$ cat config.mk
export PLATFORM = sky130hd
export DESIGN_NAME = joybus_rx
export DESIGN_NICKNAME = d
export VERILOG_FILES = /design/src/rtl/joybus_rx.sv
export SDC_FILE = /design/constraint.sdc
export NUM_CORES = 1
export LEC_CHECK = 0
export ABC_AREA = 1
export BUFFER_PORTS_ARGS = -buffer_cell sky130_fd_sc_hd__buf_2
export CORE_MARGIN = 2
export CORE_UTILIZATION = 35
export DETAILED_ROUTE_END_ITERATION = 16
export GPL_ROUTABILITY_DRIVEN = 0
export PLACE_DENSITY_LB_ADDON = 0.12
export SYNTH_ARGS = -nofsm -noshare
export SYNTH_HDL_FRONTEND = slang
export SYNTH_SLANG_ARGS = --single-unit
$ cat constraint.sdc
create_clock -name clk -period 1.54 [get_ports clk]
set_input_delay 0.308 -clock clk [delete_from_list [all_inputs] [get_ports clk]]
set_output_delay 0.308 -clock clk [all_outputs]
set_load 0.01 [all_outputs]
$ cat src/rtl/joybus_rx.sv
// joybus_rx: N64 Joybus response receiver; 24 pulse-width-coded bits (MSB first) plus a stop bit.
// Optional idle-line watchdog is compiled in when JOYBUS_RX_TIMEOUT_EN is defined.
module joybus_rx #(
   parameter int SAMPLE_CYCLES  = 50,
   parameter int NUM_BITS       = 24,
   parameter int TIMEOUT_CYCLES = 2500
) (
   input  logic        clk,
   input  logic        rst,
   input  logic        rx_start,
   input  logic        JB_RX,
   output logic        rx_done,
   output logic [7:0]  jb_cntlr_status,
   output logic [15:0] jb_cntlr_data
);
   localparam int CNT_W = $clog2(SAMPLE_CYCLES + 1);

   typedef enum logic [2:0] {
      IDLE, WAIT_FALL, SAMPLE, WAIT_HIGH, STOP_FALL, STOP_HIGH, DONE
   } state_t;

   state_t            state;
   logic              sync0, sync1, hist;
   logic              fall;
   logic [CNT_W-1:0]  cnt;
   logic [4:0]        bit_cnt;
   logic [23:0]       shift;

   assign fall = hist & ~sync1;

`ifdef JOYBUS_RX_TIMEOUT_EN
   localparam int WD_W = $clog2(TIMEOUT_CYCLES);
   logic [WD_W-1:0] wd;
   logic            watched, progress;

   assign watched  = (state == WAIT_FALL) || (state == WAIT_HIGH) ||
                     (state == STOP_FALL) || (state == STOP_HIGH);
   // Any forward step restarts the watchdog so it can never race a legal transition.
   assign progress = fall || (sync1 && ((state == WAIT_HIGH) || (state == STOP_HIGH)));
`else
   localparam int unused_timeout = TIMEOUT_CYCLES;
`endif

   always_ff @(posedge clk) begin
      if (rst) begin
         // Synchronizer starts at the idle-high level so reset release never looks like an edge.
         sync0           <= 1'b1;
         sync1           <= 1'b1;
         hist            <= 1'b1;
         state           <= IDLE;
         cnt             <= '0;
         bit_cnt         <= '0;
         shift           <= '0;
         rx_done         <= 1'b0;
         jb_cntlr_status <= '0;
         jb_cntlr_data   <= '0;
`ifdef JOYBUS_RX_TIMEOUT_EN
         wd              <= '0;
`endif
      end else begin
         sync0   <= JB_RX;
         sync1   <= sync0;
         hist    <= sync1;
         rx_done <= 1'b0;

         case (state)
            IDLE: begin
               if (rx_start) begin
                  bit_cnt <= '0;
                  state   <= WAIT_FALL;
               end
            end
            WAIT_FALL: begin
               if (fall) begin
                  cnt   <= CNT_W'(1);
                  state <= SAMPLE;
               end
            end
            SAMPLE: begin
               if (cnt == CNT_W'(SAMPLE_CYCLES)) begin
                  shift   <= {shift[22:0], sync1};
                  bit_cnt <= bit_cnt + 5'd1;
                  state   <= WAIT_HIGH;
               end else begin
                  cnt <= cnt + 1'b1;
               end
            end
            WAIT_HIGH: begin
               if (sync1)
                  state <= (bit_cnt == 5'(NUM_BITS)) ? STOP_FALL : WAIT_FALL;
            end
            STOP_FALL: begin
               if (fall)
                  state <= STOP_HIGH;
            end
            STOP_HIGH: begin
               if (sync1) begin
                  rx_done         <= 1'b1;
                  jb_cntlr_status <= shift[23:16];
                  jb_cntlr_data   <= shift[15:0];
                  state           <= DONE;
               end
            end
            DONE:    state <= IDLE;
            default: state <= IDLE;
         endcase

`ifdef JOYBUS_RX_TIMEOUT_EN
         if (!watched || progress) begin
            wd <= '0;
         end else if (wd == WD_W'(TIMEOUT_CYCLES - 1)) begin
            wd    <= '0;
            state <= IDLE;
         end else begin
            wd <= wd + 1'b1;
         end
`endif
      end
   end
endmodule

* After elaboration in Yosys (flattened, before gate mapping)
Cells that the tools add are included.
** Operators by class
- Multiplexer cells :: 15
- Eq/ne operators :: 14
- Reduce and logical (&&, ||, !) cells :: 9
- Div/mod/pow operators :: 0
- $mul :: 0
- Shift operators :: 0
- Bitwise logic cells :: 3
- $add $sub $neg :: 2
- Magnitude comparators :: 0
** Operators with widths (count)
- 2-to-1 mux 3 bit :: 7
- case mux 3 bit (6 select lines) :: 1
- != test 2 bit, second input constant :: 7
- 2-to-1 mux 6 bit :: 2
- case mux 6 bit (2 select lines) :: 1
- 2-to-1 mux 5 bit :: 2
- case mux 5 bit (2 select lines) :: 1
- adder 6 x 1 -> 6 bit, second input constant :: 1
- equality test 3 x 2 -> 1 bit, second input constant :: 2
- equality test 3 bit, second input constant :: 2
- equality test 6 bit, second input constant :: 1
- AND reduction 3 bit :: 2
- AND reduction 6 bit :: 1
- adder 5 x 1 -> 5 bit, second input constant :: 1
- equality test 5 bit, second input constant :: 1
- AND reduction 2 bit :: 2
- nonzero test 2 bit :: 2
- equality test 3 x 1 -> 1 bit, second input constant :: 1
- logical NOT 3 bit :: 1
- NOT 1 bit :: 2
- OR reduction 2 bit :: 1
- AND 1 bit :: 1
- 2-to-1 mux 1 bit :: 1
** Word-level totals
- Output and inout port bits :: 25
- Register bits :: 66
- Bits in read-only memories :: 0
- Memories :: 0
- Bits in writable memories :: 0
- Bits in latches :: 0

* Longest topological paths before layout
Gate-level depths: netlist of the first run.
- Word-level depth :: 4
- Gate-level depth with buffers :: 10
- Gate-level depth less buffers :: 10

* Worst setup path after synthesis of the first run
OpenSTA, ideal clock, no wires.
- Path kind :: register -> register
- Start point :: reg cnt[0]
- End point :: reg shift[22]
- Arrival time :: 1209 ps
- Setup time :: 116 ps
- Stages on the path, launching flop included :: 9
- Clock period less this slack :: 1324 ps
- Slack :: 216 ps
- Path buffers :: 1
- Cell sequence :: dfxtp_1 -> inv_1 -> ha_1 -> nand3_1 -> nor2_4 -> inv_4 -> buf_6 -> nor2_1 -> nor2_1
** On the way
- Word-level cells in the longest chain between the ends :: 2
** RTL lines
- from (decl) :: RTL line 25 : logic [CNT_W-1:0] cnt;
- from (signal assigned) :: RTL line 85 : cnt <= cnt + 1'b1;
- equality test 6 bit :: RTL line 80 : if (cnt == CNT_W'(SAMPLE_CYCLES)) begin
- AND reduction 2 bit (no line)
- to (signal assigned) :: RTL line 81 : shift <= {shift[22:0], sync1};
- to (decl) :: RTL line 27 : logic [23:0] shift;
Every way passes these cells.
A chain may end at the register's enable or synchronous reset.

* Final worst setup path of the first run
- Start point :: reg state[1]
- End point :: reg state[0]
** On the way
- Word-level cells in the longest chain between the ends :: 3
** RTL lines
- from (decl) :: RTL line 22 : state_t state;
- from (signal assigned) :: RTL line 90 : state <= (bit_cnt == 5'(NUM_BITS)) ? STOP_FALL : WAIT_FALL;
- equality test 3 x 2 -> 1 bit (tied with other cells) :: RTL line 66 : case (state)
- != test 2 bit (no line)
- AND reduction 6 bit (no line)
Parallel ways exist; a longest one is shown, timed or not.

==> summary.md, run 1 <==
| Metric | Value |
|---|---|
| Final worst-path cycle share | approximately 90% |
| Largest net degree at the start of global routing | 53 |
| Setup WS post-layout | 153 ps |
| Crit-path cells | buf_4 > inv_2 > nand3b_2 > inv_1 > nor2_2 > nand2_1 > nand2_1 > nand2_1 > nor2_1 |
| CORE AREA | between 7000 and 8000 um^2 |
| Post-Syn Area | about 2700 um^2 |
| Min Tclk post-route | between 1000 and 1500 ps |
| Clk slew on worst S/H paths | around 80 ps |
| Mean post-synth cell area | roughly 7.7 um^2 |
| Storage cell area | ~1300 um^2 |
| Sink Count | between 60 and 70 |
| Detail Route Antenna Nets | 0 |
| Detailed placement HPWL | between 3000 and 4000 um |
| Area after DPL | between 2000 and 3000 um^2 |
| Total track usage | 13.9% |
| Worst path arrival time | between 1500 and 2000 ps |
| First-pass GRT wire length | around 9400 um |
| Starting DRT DRC Count | between 90 and 100 |
| Initial antenna violation count | 0 |
| Post-synthesis sequential area ratio | 48.7% |
| Critical Path Start Type | register |
| Hold Vio Cnt, Final | 0 |
| PortBufs | 28 |
| # rows | 32 |
| Core Util, Final | about 42% |
| Dpl ws | roughly 140 ps |
| Crit-path slowest cell | dfxtp_1 |
| Post-DR vias/cell | 4.52 |
| Reg2reg setup slack | 150 ps |
| DR WL/cell | roughly 11 um |
| Worst Hold Path EP | sync0$_SDFF_PP1_ |
| Multi-input gate area | 1120 um^2 |
| Hold Buf Count CTS | 0 |
| Vias in the first global route | roughly 2,100 |
| First-pass DRT Iterations | 4 |
| Worst Path Required | 1820 ps |
| Remaining Overflow, GRT | 0 |
| WL final | around 5300 um |
| Fill count | approximately 830 |
| Slew Limit Fails | 0 |
| Clock Root Buffer | clkbuf_8 |
| Peak supply drop | approximately 740 uV |
| Worst-skew pair later-pin latency | 350 ps |
| Via Count | 2,226 |
| RR Endpoint | state[0]$_SDFFE_PP0P_ |
| WHS Path Cells | 2 |
| Cells after Synth | roughly 350 |
| Sum Neg Setup Slack | 0 ps |
| R2R depth | 9 |
| Type of the worst setup path | register to register |
| Initial core utilization | a little over a third |
| Die Ht | about 92 um |
| CP Depth | 9 |
| Status | complete, no violations |
| Hold Crit Class | input pin to register |
| Die width | around 92 um |
| HP Start | JB_RX |
| Final instance area | between 3000 and 4000 um^2 |
| R2r startpoint | state[1]$_SDFFE_PP0P_ |
| CTS tree | built |
| YS warnings | 0 |
| WP buf/inv | 3 |
| RSZ-0062 raised after global routing | false |
| Final setup fails | 0 |
| Longest Clk Path Bufs | 2 |
| Count of state elements after synthesis | 66 |
| Fmax | 0.721 GHz |
| Critical path's top delay family | simple AND/OR/NAND/NOR gates |
| Syn_nets | approximately 360 |
| Total CTS buffers | 9 |
| Final antenna diode count | 0 |
| Die area | roughly 8500 um^2 |
| Power per Cell Area | approximately 1300 nW/um^2 |
| Worst setup EP type | register |
| Drt drc | 0 |
| Tightest Pin Transition | about 380 ps |
| Worst Skew | between 8 and 9 ps |
| NumNets Final | between 300 and 400 |
| Number of library cell types mapped by synthesis | 27 |
| Hold_ws | about 140 ps |
| H-tree levels | 3 |
| Critical Path Max Stage Delay | around 470 ps |
| Ports | 29 |
| CP dominant cell by count | nand2_1 |
| Pleak | roughly 1.4 nW |
| Crit Path Max Fanout | 5 |
| Synth-to-Final Area Change | 18.9% |
| Max-Cap Viols | 0 |
| Layout cells sized above 1 | approximately 20% |
| Slew HR | about three quarters |
==> per-layer routing <==
layer  GRT usage (%)  vias up  part of all wire [%]
li1                -     1192                     -
met4            7.09        0                   2.1
met1            17.4      998                    53
met2            22.3       27                    42
met5               0        -                     0
met3            3.20        9                   2.9
==> where the power goes <==
group          switching [mW]  leakage (nW)  internal, mW
clock network           0.710         0.124          1.09
registers              0.0523         0.534          1.76
logic                   0.417         0.783         0.221
total                    1.18          1.44          3.08
==> placed cells by master (no fill, tap or decap), drive strengths merged <==
master / netlist / layout
clkbuf: 7 / 9
buf: 8 / 36
xor2: 2 / 2
xnor2: 1 / 1
nand3: 17 / 17
ha: 4 / 4
a31oi: 1 / 1
o21ai: 50 / 50
dfxtp: 66 / 66
nand4: 2 / 2
bufinv: 0 / 3
clkinv: 0 / 2
nor3: 1 / 1
nand3b: 1 / 1
nand2: 37 / 37
a21oi: 37 / 37
inv: 46 / 48
or2: 3 / 3
nor2: 70 / 70
==> metrics by stage <==
step           power, mW  cells
2_1_floorplan       2.33    353
6_report            4.25    492
4_1_cts             4.31    492
5_1_grt             4.48    492
3_5_place_dp        2.49    476
3_3_place_gp        2.50    476
==> layout make-up <==
cell class                 instances  area share (%)
clock buffer                       9            3.84
clock inverter                     7            3.88
inverter                          46            5.43
multi-input combinational        226            34.9
sequential                        66            41.0
tap                              102            3.96
timing repair buffer              36            6.98
==> worst max path at each step <==
| stage | endpoint | from | slack (ps) |
|---|---|---|---|
| 6_report | state[0]$_SDFFE_PP0P_ | state[1]$_SDFFE_PP0P_ | 150 |
| 5_1_grt | shift[9]$_SDFFE_PP0P_ | cnt[0]$_SDFFE_PP0P_ | 8 |
| 4_1_cts | state[0]$_SDFFE_PP0P_ | state[2]$_SDFFE_PP0P_ | 130 |
| 3_5_place_dp | state[0]$_SDFFE_PP0P_ | state[2]$_SDFFE_PP0P_ | 140 |
| 3_3_place_gp | state[0]$_SDFFE_PP0P_ | state[2]$_SDFFE_PP0P_ | 130 |
| 2_1_floorplan | shift[22]$_SDFFE_PP0P_ | cnt[0]$_SDFFE_PP0P_ | 220 |
==> worst register-to-register path, delay by kind of cell, from the launching register on <==
kind                   cells  cell delay, ps
AND/OR/NAND/NOR            6             540
flip-flops                 1             470
buffers and inverters      3             300
==> cell usage after synthesis <==
cell type / instances / share of area (%)
dfxtp_1: 66 / 49
nor2_1: 59 / 8.2
inv_1: 40 / 5.5
o21ai_0: 40 / 7.4
a21oi_1: 37 / 6.8
nand2_1: 35 / 4.8
nand3_1: 15 / 2.8
o21ai_1: 10 / 1.8
nor2_2: 9 / 2.1
clkbuf_1: 7 / 0.97
inv_2: 5 / 0.69
buf_2: 4 / 0.74
buf_6: 4 / 1.7
ha_1: 4 / 1.8
nand3_4: 2 / 1.3
nand4_1: 2 / 0.46
nor2_4: 2 / 0.83
or2_2: 2 / 0.46
xor2_1: 2 / 0.65
a31oi_1: 1 / 0.23
inv_4: 1 / 0.23
nand2_2: 1 / 0.23
nand2_4: 1 / 0.42
nand3b_2: 1 / 0.42
nor3_1: 1 / 0.18
or2_0: 1 / 0.23
xnor2_1: 1 / 0.32
==> repair_timing <==
| item | 4_1_cts | 5_1_grt |
|---|---|---|
| setup endpoints to repair | 0 | 7 |
| gates resized for setup | 0 | 3 |
| setup buffers | 0 | 0 |
==> cell families (layout without fill, tap and decap cells) <==
| group | Yosys count | in the layout | share of synthesized area (%) |
|---|---|---|---|
| and+or+nand+nor | 131 | 131 | 22.4 |
| AOI/OAI and AO/OA | 88 | 88 | 16.3 |
| DFF | 66 | 66 | 48.7 |
| buffers and inverters | 61 | 98 | 9.82 |
| adders and majority gates | 4 | 4 | 1.85 |
| xor gates and xnor gates | 3 | 3 | 0.969 |
==> sequential cells by signal, summed over array words and instances (netlist names) <==
name,flops
shift,24
jb_cntlr_data,16
jb_cntlr_status,8
cnt,6
bit_cnt,5
state,3
hist,1
rx_done,1
sync0,1
sync1,1
Note: power is estimated with default switching activity, not from simulation.
==> run 2: changes to the inputs <==
- HOLD_SLACK_MARGIN: default -> 0.15
==> run 2 against run 1 <==
Global-route usage about the same; critical endpoint unchanged; register-to-register slack about the same; clock power about the same; sequential power about the same; count of clock-buffer cells in the layout unchanged; flip-flop and latch count unchanged; cell area increased by 0.31%; highest routed layer unchanged; non-clock buffer count increased by 1; combinational power about the same; critical path depth unchanged.
==> summary.md, run 2 (synthesis results as in run 1) <==
| Metric | Value |
|---|---|
| Worst path arrival time | 1670 ps (about the same) |
| Die Ht | 92.0 um (unchanged) |
| Sink Count | 66 (unchanged) |
| Detail Route Antenna Nets | 0 (unchanged) |
| Clock Root Buffer | clkbuf_8 |
| PortBufs | 28 (unchanged) |
| Slew Limit Fails | 0 (unchanged) |
| First-pass DRT Iterations | 4 (unchanged) |
| RR Endpoint | state[0]$_SDFFE_PP0P_ |
| Layout cells sized above 1 | 19.9% (-0.051 points) |
| Max-Cap Viols | 0 (unchanged) |
| R2r startpoint | state[1]$_SDFFE_PP0P_ |
| Via Count | 2,224 (-0.090%) |
| Top reg by flops | shift |
| Clk slew on worst S/H paths | 80 ps (about the same) |
| Worst Skew | 8.58 ps (+0.0218 ps) |
| Ports | 29 (unchanged) |
| Reg2reg setup slack | 150 ps (about the same) |
| Min Tclk post-route | 1390 ps (-0.159 ps) |
| Final setup fails | 0 (unchanged) |
| Worst setup EP type | register |
| Leading cell types in the layout, fill and taps excluded | 64 x dfxtp_1, 59 x nor2_1, 40 x inv_1, 39 x o21ai_0, 37 x a21oi_1 |
| Final worst-path cycle share | 90.0% (about the same) |
| DR WL/cell | 10.7 um (about the same) |
| Hold Crit Class | input pin to register |
| Synth-to-Final Area Change | 19.3% |
| Largest registers | shift: 24 flops, jb_cntlr_data: 16 flops, jb_cntlr_status: 8 flops |
| Fin cells | 493 (+0.20%) |
| RSZ-0062 raised after global routing | false |
| Die area | 8470 um^2 (unchanged) |
| H-tree levels | 3 (unchanged) |
| First-pass GRT wire length | 9360 um (unchanged) |
| Dpl cells | 476 (unchanged) |
| Critical Path Start Type | register |
| Initial core utilization | 35.7% (unchanged) |
| Slew HR | 74.5% (about the same) |
| Remaining Overflow, GRT | 0 (unchanged) |
| # rows | 32 (unchanged) |
| WL final | 5290 um (+0.15%) |
| Crit-path cells | buf_4 > inv_2 > nand3b_2 > inv_1 > nor2_2 > nand2_1 > nand2_1 > nand2_1 > nor2_1 |
| Worst-skew pair later-pin latency | 350 ps (about the same) |
| Critical Path Max Stage Delay | 470 ps (about the same) |
| HP Start | rst |
| Power per Cell Area | 1320 nW/um^2 (-0.26%) |
| Crit path to | state[0]$_SDFFE_PP0P_ |
| Peak supply drop | 736 uV (about the same) |
| Initial antenna violation count | 0 (unchanged) |
| Status | complete, no violations |
| Die width | 92.0 um (unchanged) |
| Total track usage | 13.9% (-0.017 points) |
| Crit-path slowest cell | dfxtp_1 |
| Worst Setup SP | state[1]$_SDFFE_PP0P_ |
| Post-DR vias/cell | 4.51 (-0.29%) |
| R2R depth | 9 (unchanged) |
| CTS tree | built |
| Detailed placement HPWL | 3500 um (unchanged) |
| Overall power | 4.26 mW (about the same) |
| Starting DRT DRC Count | 96 (+5.5%) |
| Worst Path Required | 1820 ps (about the same) |
| Total CTS buffers | 9 (unchanged) |
| NumNets Final | 394 (+0.25%) |
| Vias in the first global route | 2,138 (+0.33%) |
| Largest net degree at the start of global routing | 53 (unchanged) |
| Final antenna diode count | 0 (unchanged) |
| Tightest Pin Transition | 381 ps (+0.528 ps) |
| Fmax | 0.721 GHz (about the same) |
| CP dominant cell by count | nand2_1 |
| Sum Neg Setup Slack | 0 ps (unchanged) |
| Crit Path Max Fanout | 5 (unchanged) |
| Drt drc | 0 (unchanged) |
| Type of the worst setup path | register to register |
| Longest Clk Path Bufs | 2 (unchanged) |
| Pleak | 1.45 nW (+0.29%) |
| Hold Vio Cnt, Final | 0 (unchanged) |
| CORE AREA | 7610 um^2 (unchanged) |
| Most common cell after layout, fill and taps aside | dfxtp_1 |
| Largest register FFs | 24 (unchanged) |
run 2: cell count changes in the layout (fill, tap and decap cells not counted):
cell and delta:
dlygate4sd3_1 +1
run 2: worst min path at each step:
stage | end | slack (ps) | cells past startpoint
CTS | bit_cnt[3]$_SDFFE_PP0P_ | 270 | 2
global route | rx_done$_SDFF_PP0_ | 290 | 2
finish | bit_cnt[3]$_SDFFE_PP0P_ | 270 | 2
floorplan | sync1$_SDFF_PP1_ | 390 | 1
detailed placement | sync1$_SDFF_PP1_ | 390 | 1
global placement | sync1$_SDFF_PP1_ | 390 | 1
run 2: critical path: cells and delay by family (launching register included):
| family | cells | cell delay (ps) |
|---|---|---|
| buffers and inverters | 3 | 300 |
| DFF | 1 | 470 |
| and+or+nand+nor | 6 | 540 |
run 2: routing by layer:
layer  routed length, um  vias to the layer above  GRT usage [%]
met3                 131                       10           2.96
li1                    -                     1194              -
met5                   0                        -              0
met2                2230                       23           22.3
met1                2810                      997           17.5
met4                 118                        0           7.09
run 2: layout make-up:
class                      instances  area [um^2]
multi-input combinational        226         1120
fill                             826         4370
clock inverter                     7          125
sequential                        66         1320
tap                              102          128
inverter                          46          175
clock buffer                       9          124
timing repair buffer              37          235
run 2: what timing repair did:
action | CTS | global route
buffers inserted | 0 | 0
endpoints found under the setup margin | 0 | 7
gates resized for setup | 0 | 3
hold buffers | 1 | 0
hold endpoints to repair | 1 | 0
run 2: stage by stage:
step                      utilization [%]  area (um^2)  hold WS [ps]  setup slack, ps
after global placement               39.1         2970           394              133
after CTS                            42.5         3230           265              128
after global routing                 42.5         3240           285             7.62
final                                42.5         3240           273              153
after detailed placement             39.1         2970           395              137
after floorplan                         -         2710           389              216
run 2: power by group:
part	internal [mW]	switching [mW]	total, mW
Combinational	0.223	0.417	0.640
Sequential	1.76	0.0523	1.81
Clock	1.09	0.711	1.80
Total	3.08	1.18	4.26
